## config.mk

```make
export PLATFORM = sky130hd
export DESIGN_NAME = cpu_exec_ctrl_flat
export DESIGN_NICKNAME = d
export VERILOG_FILES = /design/src/rtl/cpu_exec_ctrl_pkg.sv /design/src/rtl/cpu_exec_ctrl_if.sv /design/src/rtl/cpu_exec_ctrl_btn_debounce.sv /design/src/rtl/cpu_exec_ctrl.sv /design/src/flat_wrapper.sv
export SDC_FILE = /design/constraint.sdc
export NUM_CORES = 1
export LEC_CHECK = 0
export ABC_CLOCK_PERIOD_IN_PS = 7380
export BUFFER_PORTS_ARGS = -buffer_cell sky130_fd_sc_hd__buf_2
export CAP_MARGIN = 20
export CORE_ASPECT_RATIO = 0.7
export CORE_UTILIZATION = 41
export CTS_CLUSTER_DIAMETER = 50
export DETAILED_ROUTE_END_ITERATION = 16
export PLACE_DENSITY = 0.66
export SLEW_MARGIN = 25
export SYNTH_ARGS = -nofsm -noshare
export SYNTH_HDL_FRONTEND = slang
export SYNTH_SLANG_ARGS = --single-unit
```

## constraint.sdc

```tcl
create_clock -name CLK_12MHz -period 7.38 [get_ports CLK_12MHz]
set_input_delay 0.738 -clock CLK_12MHz [delete_from_list [all_inputs] [get_ports CLK_12MHz]]
set_output_delay 0.738 -clock CLK_12MHz [all_outputs]
set_load 0.02 [all_outputs]
```

## src/rtl/cpu_exec_ctrl_pkg.sv

```systemverilog
// ---------------------------------------------------------------------------
// cpu_ctrl_defs
// Shared definitions for the execution controller of the 8-bit
// four-register RISC core: controller state encodings (also shown on the
// board LEDs) and the length of the core-reset pulse.
// ---------------------------------------------------------------------------
package cpu_ctrl_defs;

  typedef enum logic [2:0] {
    IDLE   = 3'd0,
    RUN    = 3'd1,
    STEP   = 3'd2,
    HALTED = 3'd3,
    CLEAR  = 3'd4
  } ctrl_state_e;

  // Number of clocks the core reset is held while in CLEAR
  localparam int CLEAR_CYCLES = 2;

endpackage

```

## src/rtl/cpu_exec_ctrl_if.sv

```systemverilog
// ---------------------------------------------------------------------------
// cpu_exec_ctrl_if
// Groups the board buttons, the core status inputs and the controller
// outputs that drive the core.
//   slave  : the controller side (buttons/core status in, control out)
//   master : the board/core side (drives buttons/status, observes control)
// Signals:
//   btn_step_n, btn_run_n, btn_clr_n : raw active-low push-buttons
//   cpu_halted      : core has decoded HALT (level)
//   cpu_instr_done  : one-cycle pulse when the core re-enters FETCH
//   cpu_en          : core advances one cycle-state when high
//   cpu_rst         : synchronous reset to the core
//   ctrl_state[2:0] : registered controller state
//   instr_count[7:0]: retired-instruction count
// ---------------------------------------------------------------------------
interface cpu_exec_ctrl_if;

  logic       btn_step_n;
  logic       btn_run_n;
  logic       btn_clr_n;
  logic       cpu_halted;
  logic       cpu_instr_done;
  logic       cpu_en;
  logic       cpu_rst;
  logic [2:0] ctrl_state;
  logic [7:0] instr_count;

  modport master (
    output btn_step_n, btn_run_n, btn_clr_n, cpu_halted, cpu_instr_done,
    input  cpu_en, cpu_rst, ctrl_state, instr_count
  );

  modport slave (
    input  btn_step_n, btn_run_n, btn_clr_n, cpu_halted, cpu_instr_done,
    output cpu_en, cpu_rst, ctrl_state, instr_count
  );

endinterface

```

## src/rtl/cpu_exec_ctrl_btn_debounce.sv

```systemverilog
// ---------------------------------------------------------------------------
// btn_debounce
// Cleans one raw active-low push-button into a one-cycle press event.
// A 2-flop synchronizer feeds a stability counter; the accepted level only
// follows the synced input after it has differed from the accepted level
// for DEBOUNCE_CYCLES consecutive clocks. A press is the accepted level
// going 1->0 and is reported the cycle after acceptance.
// Ports:
//   clk, rst  : clock, asynchronous active-high reset (-> "released")
//   i_btn_n   : raw button, active-low
//   o_press   : one-cycle press pulse
// ---------------------------------------------------------------------------
module btn_debounce #(
  parameter int DEBOUNCE_CYCLES = 240000,
  parameter int DB_W            = 18
) (
  input  logic clk,
  input  logic rst,
  input  logic i_btn_n,
  output logic o_press
);

  localparam logic [DB_W-1:0] CNT_LAST = DB_W'(DEBOUNCE_CYCLES - 1);

  logic            r_sync1;
  logic            r_sync2;
  logic            r_level;
  logic            r_levelPrev;
  logic [DB_W-1:0] r_cnt;

  // Any sample agreeing with the accepted level restarts the stability
  // window, so only an uninterrupted run of differing samples is accepted.
  always_ff @(posedge clk or posedge rst) begin
    if (rst) begin
      r_sync1     <= 1'b1;
      r_sync2     <= 1'b1;
      r_level     <= 1'b1;
      r_levelPrev <= 1'b1;
      r_cnt       <= '0;
    end else begin
      r_sync1     <= i_btn_n;
      r_sync2     <= r_sync1;
      r_levelPrev <= r_level;
      if (r_sync2 == r_level) begin
        r_cnt <= '0;
      end else if (r_cnt == CNT_LAST) begin
        r_level <= r_sync2;
        r_cnt   <= '0;
      end else begin
        r_cnt <= r_cnt + 1'b1;
      end
    end
  end

  assign o_press = r_levelPrev & ~r_level;

endmodule

```

## src/rtl/cpu_exec_ctrl.sv

```systemverilog
// ---------------------------------------------------------------------------
// cpu_exec_ctrl
// Execution controller for the 8-bit RISC core. Debounces the step/run/clr
// buttons and sequences the core with cpu_en pulses, either free-running at
// one pulse per RUN_DIV clocks or one instruction per step press. Drives the
// core reset, counts retired instructions and stops on HALT.
// Ports:
//   CLK_12MHz : system clock
//   RST       : asynchronous active-high reset
//   bus       : cpu_exec_ctrl_if.slave (buttons, core status, core control)
// ---------------------------------------------------------------------------
module cpu_exec_ctrl
  import cpu_ctrl_defs::*;
#(
  parameter int DEBOUNCE_CYCLES = 240000,
  parameter int DB_W            = 18,
  parameter int RUN_DIV         = 1200000,
  parameter int DIV_W           = 21
) (
  input  logic          CLK_12MHz,
  input  logic          RST,
  cpu_exec_ctrl_if.slave bus
);

  localparam logic [DIV_W-1:0] DIV_LAST = DIV_W'(RUN_DIV - 1);
  localparam logic [1:0]       CLR_LAST = 2'(CLEAR_CYCLES - 1);

  logic             w_stepEv;
  logic             w_runEv;
  logic             w_clrEv;
  logic             w_cpuEn;
  logic             w_divWrap;
  ctrl_state_e      r_state;
  ctrl_state_e      w_nextState;
  logic [DIV_W-1:0] r_div;
  logic [7:0]       r_instrCount;
  logic [1:0]       r_clrCnt;

  btn_debounce #(.DEBOUNCE_CYCLES(DEBOUNCE_CYCLES), .DB_W(DB_W)) u_dbStep (
    .clk(CLK_12MHz), .rst(RST), .i_btn_n(bus.btn_step_n), .o_press(w_stepEv)
  );

  btn_debounce #(.DEBOUNCE_CYCLES(DEBOUNCE_CYCLES), .DB_W(DB_W)) u_dbRun (
    .clk(CLK_12MHz), .rst(RST), .i_btn_n(bus.btn_run_n), .o_press(w_runEv)
  );

  btn_debounce #(.DEBOUNCE_CYCLES(DEBOUNCE_CYCLES), .DB_W(DB_W)) u_dbClr (
    .clk(CLK_12MHz), .rst(RST), .i_btn_n(bus.btn_clr_n), .o_press(w_clrEv)
  );

  assign w_divWrap = (r_div == DIV_LAST);

  // State register
  always_ff @(posedge CLK_12MHz or posedge RST) begin
    if (RST) r_state <= IDLE;
    else     r_state <= w_nextState;
  end

  // Next state and cpu_en. Priority is clr > halted > run > step. Any
  // state change suppresses cpu_en so the core never advances on the cycle
  // the controller leaves RUN or STEP.
  always_comb begin
    w_nextState = r_state;
    w_cpuEn     = 1'b0;
    case (r_state)
      IDLE: begin
        if (w_clrEv)                                 w_nextState = CLEAR;
        else if (bus.cpu_halted && (w_runEv || w_stepEv)) w_nextState = HALTED;
        else if (w_runEv)                            w_nextState = RUN;
        else if (w_stepEv)                           w_nextState = STEP;
      end
      RUN: begin
        if (w_clrEv)             w_nextState = CLEAR;
        else if (bus.cpu_halted) w_nextState = HALTED;
        else if (w_runEv)        w_nextState = IDLE;
        else                     w_cpuEn     = w_divWrap;
      end
      STEP: begin
        if (w_clrEv)                 w_nextState = CLEAR;
        else if (bus.cpu_halted)     w_nextState = HALTED;
        else if (bus.cpu_instr_done) w_nextState = IDLE;
        else                         w_cpuEn     = 1'b1;
      end
      HALTED: begin
        if (w_clrEv) w_nextState = CLEAR;
      end
      CLEAR: begin
        if (r_clrCnt == CLR_LAST) w_nextState = IDLE;
      end
      default: w_nextState = IDLE;
    endcase
  end

  // Run-rate divider: restarts on entering RUN or CLEAR, free-runs while
  // RUN continues and is held everywhere else.
  always_ff @(posedge CLK_12MHz or posedge RST) begin
    if (RST) begin
      r_div <= '0;
    end else if (w_nextState == CLEAR || (r_state == IDLE && w_nextState == RUN)) begin
      r_div <= '0;
    end else if (r_state == RUN && w_nextState == RUN) begin
      r_div <= w_divWrap ? '0 : r_div + 1'b1;
    end
  end

  // Retired-instruction counter and CLEAR length counter. Entering CLEAR
  // wins over a coincident retirement.
  always_ff @(posedge CLK_12MHz or posedge RST) begin
    if (RST) begin
      r_instrCount <= '0;
      r_clrCnt     <= '0;
    end else begin
      if (w_nextState == CLEAR && r_state != CLEAR)
        r_instrCount <= '0;
      else if (bus.cpu_instr_done && (r_state == RUN || r_state == STEP))
        r_instrCount <= r_instrCount + 8'd1;
      r_clrCnt <= (r_state == CLEAR) ? r_clrCnt + 2'd1 : 2'd0;
    end
  end

  assign bus.cpu_en      = w_cpuEn;
  assign bus.cpu_rst     = (r_state == CLEAR);
  assign bus.ctrl_state  = r_state;
  assign bus.instr_count = r_instrCount;

endmodule

```

## src/flat_wrapper.sv

```systemverilog
// flat-port wrapper written by rule: the top's interface ports become plain ports
module cpu_exec_ctrl_flat import cpu_ctrl_defs::*;
#(
  parameter int DEBOUNCE_CYCLES = 240000,
  parameter int DB_W            = 18,
  parameter int RUN_DIV         = 1200000,
  parameter int DIV_W           = 21
)
  (CLK_12MHz, RST, bus_btn_step_n, bus_btn_run_n, bus_btn_clr_n, bus_cpu_halted, bus_cpu_instr_done, bus_cpu_en, bus_cpu_rst, bus_ctrl_state, bus_instr_count);
  cpu_exec_ctrl_if bus_i ();
  input  logic CLK_12MHz;
  input  logic RST;
  input wire logic [$bits(bus_i.btn_step_n)-1:0] bus_btn_step_n;
  input wire logic [$bits(bus_i.btn_run_n)-1:0] bus_btn_run_n;
  input wire logic [$bits(bus_i.btn_clr_n)-1:0] bus_btn_clr_n;
  input wire logic [$bits(bus_i.cpu_halted)-1:0] bus_cpu_halted;
  input wire logic [$bits(bus_i.cpu_instr_done)-1:0] bus_cpu_instr_done;
  output wire logic [$bits(bus_i.cpu_en)-1:0] bus_cpu_en;
  output wire logic [$bits(bus_i.cpu_rst)-1:0] bus_cpu_rst;
  output wire logic [$bits(bus_i.ctrl_state)-1:0] bus_ctrl_state;
  output wire logic [$bits(bus_i.instr_count)-1:0] bus_instr_count;
  assign bus_i.btn_step_n = bus_btn_step_n;
  assign bus_i.btn_run_n = bus_btn_run_n;
  assign bus_i.btn_clr_n = bus_btn_clr_n;
  assign bus_i.cpu_halted = bus_cpu_halted;
  assign bus_i.cpu_instr_done = bus_cpu_instr_done;
  assign bus_cpu_en = bus_i.cpu_en;
  assign bus_cpu_rst = bus_i.cpu_rst;
  assign bus_ctrl_state = bus_i.ctrl_state;
  assign bus_instr_count = bus_i.instr_count;
  cpu_exec_ctrl #(.DEBOUNCE_CYCLES(DEBOUNCE_CYCLES), .DB_W(DB_W), .RUN_DIV(RUN_DIV), .DIV_W(DIV_W)) u_core (.CLK_12MHz(CLK_12MHz), .RST(RST), .bus(bus_i));
endmodule
```

==> results.cfg, run 1 <==
[finish]
seqCellArea_um2 = 2520
utilization_pct = 46.9
n_antenna_cell = 0
drive_above_1_share_pct = 12.4
fillCellCount = 1074
design_area_um2 = 5520
final_cells = 683
multi_input_area_um2 = 2320
area_growth_pct = 10.8
fin_nets = 534

[global_routing]
grtUsageTotal_pct = 16.4
use_met3_pct = 4.48
grt_use_met2_pct = 24.0
grt-busiest-layer = met2
first_global_vias = 3389
grt_pass1_wl_um = 16400
met1_usage_pct = 23.5
antenna_found_initial = 0
grt_max_degree = 61
grt_overflow_total = 0

[synthesis]
synth_ff_type = dfrtp_1
synthDistinctLibCells = 55
syn-cell-area_um2 = 4980
synth-edff-count = 0
avgSynthCellArea_um2 = 9.83
async_flop_share_pct = 100
synthCells = 506
synth_seq_cells = 100
yosysSeqAreaShare_pct = 50.6
ys_warn_count = 0
syn_nets = 519

[worst_setup_path]
cp_slowest_stage_delay_ns = 0.53
critPathCaptureType = primary output
cp.arrival_ns = 2.46
path_max_fanout = 5
worstSetupPathType = reg2out
cp-start-kind = flop
slowest_stage = or4b_1
cp.required_ns = 6.64
crit_chain = or4b_1 -> nor4_1 -> nand2_1 -> o22a_1 -> nor4_2 -> buf_2

[power]
p_per_area_nw_per_um2 = 198
leakage_nw = 2.32
peakVddDrop_mv = 0.108
power.total_mw = 1.09

[timing]
hold_ws_ns = 0.357
finalHoldViolCount = 0
timing.setup.tns_ns = 0
worst_pin_slew_ns = 0.909
finalSetupViolCount = 0
fin_skew_ns = 0.00900
fin_crit_sh_pct = 43.3
setup_ws_ns = 4.18
fmax_mhz = 313
grt_setup_unrepaired = false
slew_violations = 0
slew_headroom_pct = 39.1
final.min_clock_period_ns = 3.20

[floorplanning]
num_io_pins = 20
die_w_um = 134
die_h_um = 94.2
dieArea_um2 = 12600
coreArea_um2 = 11800
start_util_pct = 42.3
fp-row-count = 33

[clock_tree]
tritoncts = done
cts_sinks = 100
clkSlewWorstSetupHoldPaths_ns = 0.07
cts-resized-gates = 0
clkLatencyLatePin_ns = 0.35
cts_made_buffers = 9
cts.path.max_buffers = 2
root_buffer = clkbuf_16
cts_htree_levels = 3
cts-hold-fix-buffers = 0
post_cts_buffers = 0

[detailed_routing]
drt-initial-drc-count = 177
wirelength_um = 9360
firstDrtPassIters = 4
drtAntennaViolNets = 0
via_count = 3597
wl_per_cell_um = 13.7
route.detailed.drc = 0
avgViaCountPerCell = 5.27

[place]
dp_hpwl_um = 6350
place_area_um2 = 5200
dp_slack_ns = 4.58
place_congestion = 0.806
portBuffers = 19
dp.cells = 667

[run]
maxCapViolations = 0

[hold_path]
hold_path.class = reg2reg

[status]
outcome = finished, final reports clean
==> synthesized netlist by cell type, types with 4 or more instances <==
cell type  instances  share of area, %
inv_1             16               1.2
a31oi_1            6              0.75
nand3_1           28               2.8
dfstp_2           12               6.3
xnor2_1           26               4.6
or4b_1             4              0.80
and4_1            11               1.9
nand2b_1           4              0.50
nand2_1           36               2.7
nor4_1             7              0.88
nand4_1           22               2.8
clkbuf_1           4              0.30
dfrtp_1           88                44
or3_1             11               1.4
o21ai_0            7              0.70
mux2_2             4              0.91
nor2_1            88               6.6
and3_1             7              0.88
buf_2             11               1.1
a21oi_1           15               1.5
xor2_1            35               6.2
ha_1               6               1.5
nor3_1            12               1.2
==> critical path: cells and delay by family (launching register included) <==
kind                   cells  cell delay (ns)
AO/OA/AOI/OAI              1             0.21
buffers and inverters      1             0.21
flip-flops                 1             0.42
AND/OR/NAND/NOR            4             1.28
==> metal layers <==
layer	wire length, um	vias up
li1	-	1790
met1	4830	1729
met2	4050	70
met3	399	8
met4	80	0
met5	0	-
==> flip-flops by register name (all words and copies together), names as in the netlist, 2 cells and up <==
name / flops
u_core.bus.instr_count: 8
u_core.u_dbStep.r_cnt: 18
u_core.r_div: 21
u_core.r_clrCnt: 2
u_core.u_dbRun.r_cnt: 18
u_core.bus.ctrl_state: 3
u_core.u_dbClr.r_cnt: 18
==> logic make-up (layout without fill, tap and decap cells) <==
logic type               after synthesis  after routing  share of synthesized area, %
XOR/XNOR                              61             61                          10.7
AO/OA/AOI/OAI                         41             41                          5.28
flip-flops                           100            100                          50.6
buffers and inverters                 32             52                          2.77
adder cells (fa/ha/maj)                6              6                          1.51
multiplexers                           6              6                          1.31
AND/OR/NAND/NOR                      260            260                          27.8
==> power by group <==
part	leakage [nW]	internal [mW]	switching [mW]
Clock	0.156	0.279	0.217
Sequential	1.31	0.556	0.00736
Combinational	0.849	0.00896	0.0233
Total	2.32	0.844	0.248
==> worst paths after layout <==
check	depth (start not counted)	to	startpoint	slack, ns
hold reg to reg	0	u_core.u_dbRun.r_sync2$_DFF_PP1_	u_core.u_dbRun.r_sync1$_DFF_PP1_	0.36
max in group asynchronous	3	u_core.u_dbClr.r_cnt[2]$_DFF_PP0_	RST	5.85
hold / removal	0	u_core.u_dbRun.r_sync2$_DFF_PP1_	u_core.u_dbRun.r_sync1$_DFF_PP1_	0.36
setup reg to reg	5	u_core.r_div[7]$_DFFE_PP0P_	u_core.u_dbClr.r_levelPrev$_DFF_PP1_	4.66
setup / recovery	6	bus_cpu_en	u_core.r_div[18]$_DFFE_PP0P_	4.18
min in group asynchronous	2	u_core.bus.ctrl_state[1]$_DFF_PP0_	RST	0.43
==> cell type report <==
cell class                 count  share of cell area [%]
multi-input combinational    374                    42.1
clock buffer                  10                    4.33
sequential                   100                    45.6
inverter                      16                    1.13
timing repair buffer          20                    1.86
tap                          157                    3.56
clock inverter                 6                    1.38
==> placed cells by master, fill, tap and decap left out, types with 12 or more instances in the layout <==
master   instances
nand3_1         28
a21oi_1         15
nand4_1         22
nor3_1          12
inv_1           15
dfrtp_1         88
dfstp_2         12
nand2_1         36
xnor2_1         26
xor2_1          35
buf_2           19
nor2_1          88
(Power assumes the default switching activity.)
==> run 2: changes to the inputs <==
--- a/config.mk
+++ b/config.mk
@@ -5,7 +5,8 @@
 export SDC_FILE = /design/constraint.sdc
 export NUM_CORES = 1
 export LEC_CHECK = 0
-export ABC_CLOCK_PERIOD_IN_PS = 7380
+export ABC_AREA = 1
+export ABC_CLOCK_PERIOD_IN_PS = 3000
 export BUFFER_PORTS_ARGS = -buffer_cell sky130_fd_sc_hd__buf_2
 export CAP_MARGIN = 20
 export CORE_ASPECT_RATIO = 0.7
==> constraint.sdc (replaced) <==
create_clock -name CLK_12MHz -period 3 [get_ports CLK_12MHz]
set_input_delay 0.3 -clock CLK_12MHz [delete_from_list [all_inputs] [get_ports CLK_12MHz]]
set_output_delay 0.3 -clock CLK_12MHz [all_outputs]
set_load 0.02 [all_outputs]
==> run 2 against run 1 <==
Against the previous run: non-clock buffer count rose by 1; sequential share of layout area fell by 5.7 points; die area rose by 15%; core utilization rose by 0.32 points; critical endpoint unchanged; highest routed layer unchanged; flip-flop and latch count did not move; final cell count rose by 39%.
==> results.cfg, run 2 <==
[status]
outcome = finished, final reports clean

[place]
place_congestion = 0.914
dp_slack_ns = 0.652
portBuffers = 19
place_area_um2 = 6010
dp_hpwl_um = 8730
dp.cells = 934

[timing]
finalHoldViolCount = 0
final.min_clock_period_ns = 2.71
grt_setup_unrepaired = false
fin_skew_ns = 0.00777
fin_crit_sh_pct = 90.4
setup_ws_ns = 0.288
hold_ws_ns = 0.0116
worst_pin_slew_ns = 0.707
fmax_mhz = 369
timing.setup.tns_ns = 0
slew_violations = 0
finalSetupViolCount = 0
slew_headroom_pct = 52.3

[clock_tree]
cts_made_buffers = 9
cts_htree_levels = 3
cts_sinks = 100
root_buffer = clkbuf_16
clkLatencyLatePin_ns = 0.34
cts.path.max_buffers = 2
tritoncts = done
cts-hold-fix-buffers = 0
cts-resized-gates = 0
clkSlewWorstSetupHoldPaths_ns = 0.07
post_cts_buffers = 0

[detailed_routing]
avgViaCountPerCell = 4.97
drt-initial-drc-count = 362
drtAntennaViolNets = 0
wl_per_cell_um = 12.7
firstDrtPassIters = 5
wirelength_um = 12000
via_count = 4723
route.detailed.drc = 0

[finish]
area_growth_pct = 10.3
fin_nets = 773
final_cells = 950
fillCellCount = 1274
layout_common_cells = nand2_1, nor2_1, inv_1
n_antenna_cell = 0
final_common_cell = nand2_1
largest_reg_flops = 21
drive_above_1_share_pct = 10.6
regMostFlops = u_core.r_div
design_area_um2 = 6300
utilization_pct = 47.2

[floorplanning]
dieArea_um2 = 14400
start_util_pct = 42.8
die_h_um = 101
die_w_um = 143
coreArea_um2 = 13400
fp-row-count = 35
num_io_pins = 20

[worst_setup_path]
crit_chain = ha_1 -> nand2_1 -> nor2_2 -> inv_1 -> nor2_1 -> nand3_1 -> nor3_1 -> nor2_1 -> nor2_1 -> buf_2
reg2reg_from = u_core.r_div[0]$_DFFE_PP0P_
path_max_fanout = 8
slowest_stage = dfrtp_1
cp-start-kind = flop
startpoint = u_core.r_div[0]$_DFFE_PP0P_
worstSetupPathType = reg2out
cpMostUsedCell = nor2_1
cp_slowest_stage_delay_ns = 0.44
cp.required_ns = 2.70
critPathCaptureType = primary output
cp.arrival_ns = 2.41
path_buf_inv = 2
cp_top_family = simple AND/OR/NAND/NOR gates

[synthesis]
synth-edff-count = 0
synth_top_cells_by_area = dfrtp_1, nand2_1, nor2_1, xor2_1, inv_1
ys_warn_count = 0
synthCells = 734
async_flop_share_pct = 100
synthDistinctLibCells = 41
synth_top_cells_by_count = nand2_1, nor2_1, inv_1
synth_ff_type = dfrtp_1
syn-cell-area_um2 = 5710
synth_top_area_cell = dfrtp_1
yosysSeqAreaShare_pct = 44.1
avgSynthCellArea_um2 = 7.78
syn_nets = 747
synth_top_area_share_pct = 38.6
synthMostInstantiatedCell = nand2_1
synth_seq_cells = 100

[power]
leakage_nw = 2.82
power.total_mw = 2.60
peakVddDrop_mv = 0.227
p_per_area_nw_per_um2 = 412

[global_routing]
grt_pass1_wl_um = 21100
first_global_vias = 4392
grt_overflow_total = 0
grt_max_degree = 57
antenna_found_initial = 0
grtUsageTotal_pct = 18.5

[run]
maxCapViolations = 0

[hold_path]
hold_path.class = in2async
[run 2: cell count changes in the layout (fill, tap and decap cells not counted), moves of 6 or more]
cell     previous run  this run
a21oi_2             0        11
and3_1              7         1
and4_1             11         0
inv_1              15        91
nand2_1            36       153
nand3_1            28        51
nand4_1            22        35
nor2_1             88       123
nor3_1             12        37
nor3b_1             2        10
or3_1              11         1
xnor2_1            26         8
[run 2: worst reg2reg max path, cell delays in order, from the launching register on]
cell	delay [ns]
dfrtp_1	0.44
ha_1	0.28
nand2_1	0.09
nor2_2	0.27
nand4_1	0.15
nor3_2	0.50
nor2_1	0.13
nand2_1	0.11
a21oi_2	0.05
[run 2: layout make-up]
cell class                 instances  area, um2  share of cell area [%]
inverter                          95        359                    5.70
clock inverter                     4       51.3                   0.814
timing repair buffer              21        123                    1.95
clock buffer                      12        236                    3.75
multi-input combinational        533       2780                    44.2
tap                              185        231                    3.67
sequential                       100       2520                    39.9
[run 2: metal layers]
layer	track usage (%)	routed length (um)
met1	28.2	6610
met2	26.0	4670
met4	5.21	119
met5	0	0
met3	4.09	624
[run 2: worst paths after layout]
check                                                 endpoint  slack (ns)  cells after the start
hold / removal             u_core.u_dbStep.r_cnt[15]$_DFF_PP0_        0.01                      2
setup / recovery                                    bus_cpu_en        0.29                     10
min in group CLK_12MHz       u_core.u_dbStep.r_sync1$_DFF_PP1_        0.05                      1
setup reg to reg                   u_core.r_div[9]$_DFFE_PP0P_        0.86                      8
max in group asynchronous     u_core.u_dbClr.r_sync1$_DFF_PP1_        2.25                      3
hold reg to reg               u_core.u_dbClr.r_sync2$_DFF_PP1_        0.35                      0
[run 2: cell families after synthesis]
group,synth area share (%)
multiplexers,0.394
XOR/XNOR,7.36
adder cells (fa/ha/maj),1.31
flip-flops,44.1
AND/OR/NAND/NOR,34.8
buffers and inverters,7.18
AO/OA/AOI/OAI,4.84
[run 2: power by group]
group	leakage, nW	internal, mW	switching, mW	total, mW
logic	1.35	0.0179	0.0521	0.0700
registers	1.33	1.37	0.0133	1.38
clock network	0.137	0.650	0.501	1.15
total	2.82	2.03	0.567	2.60
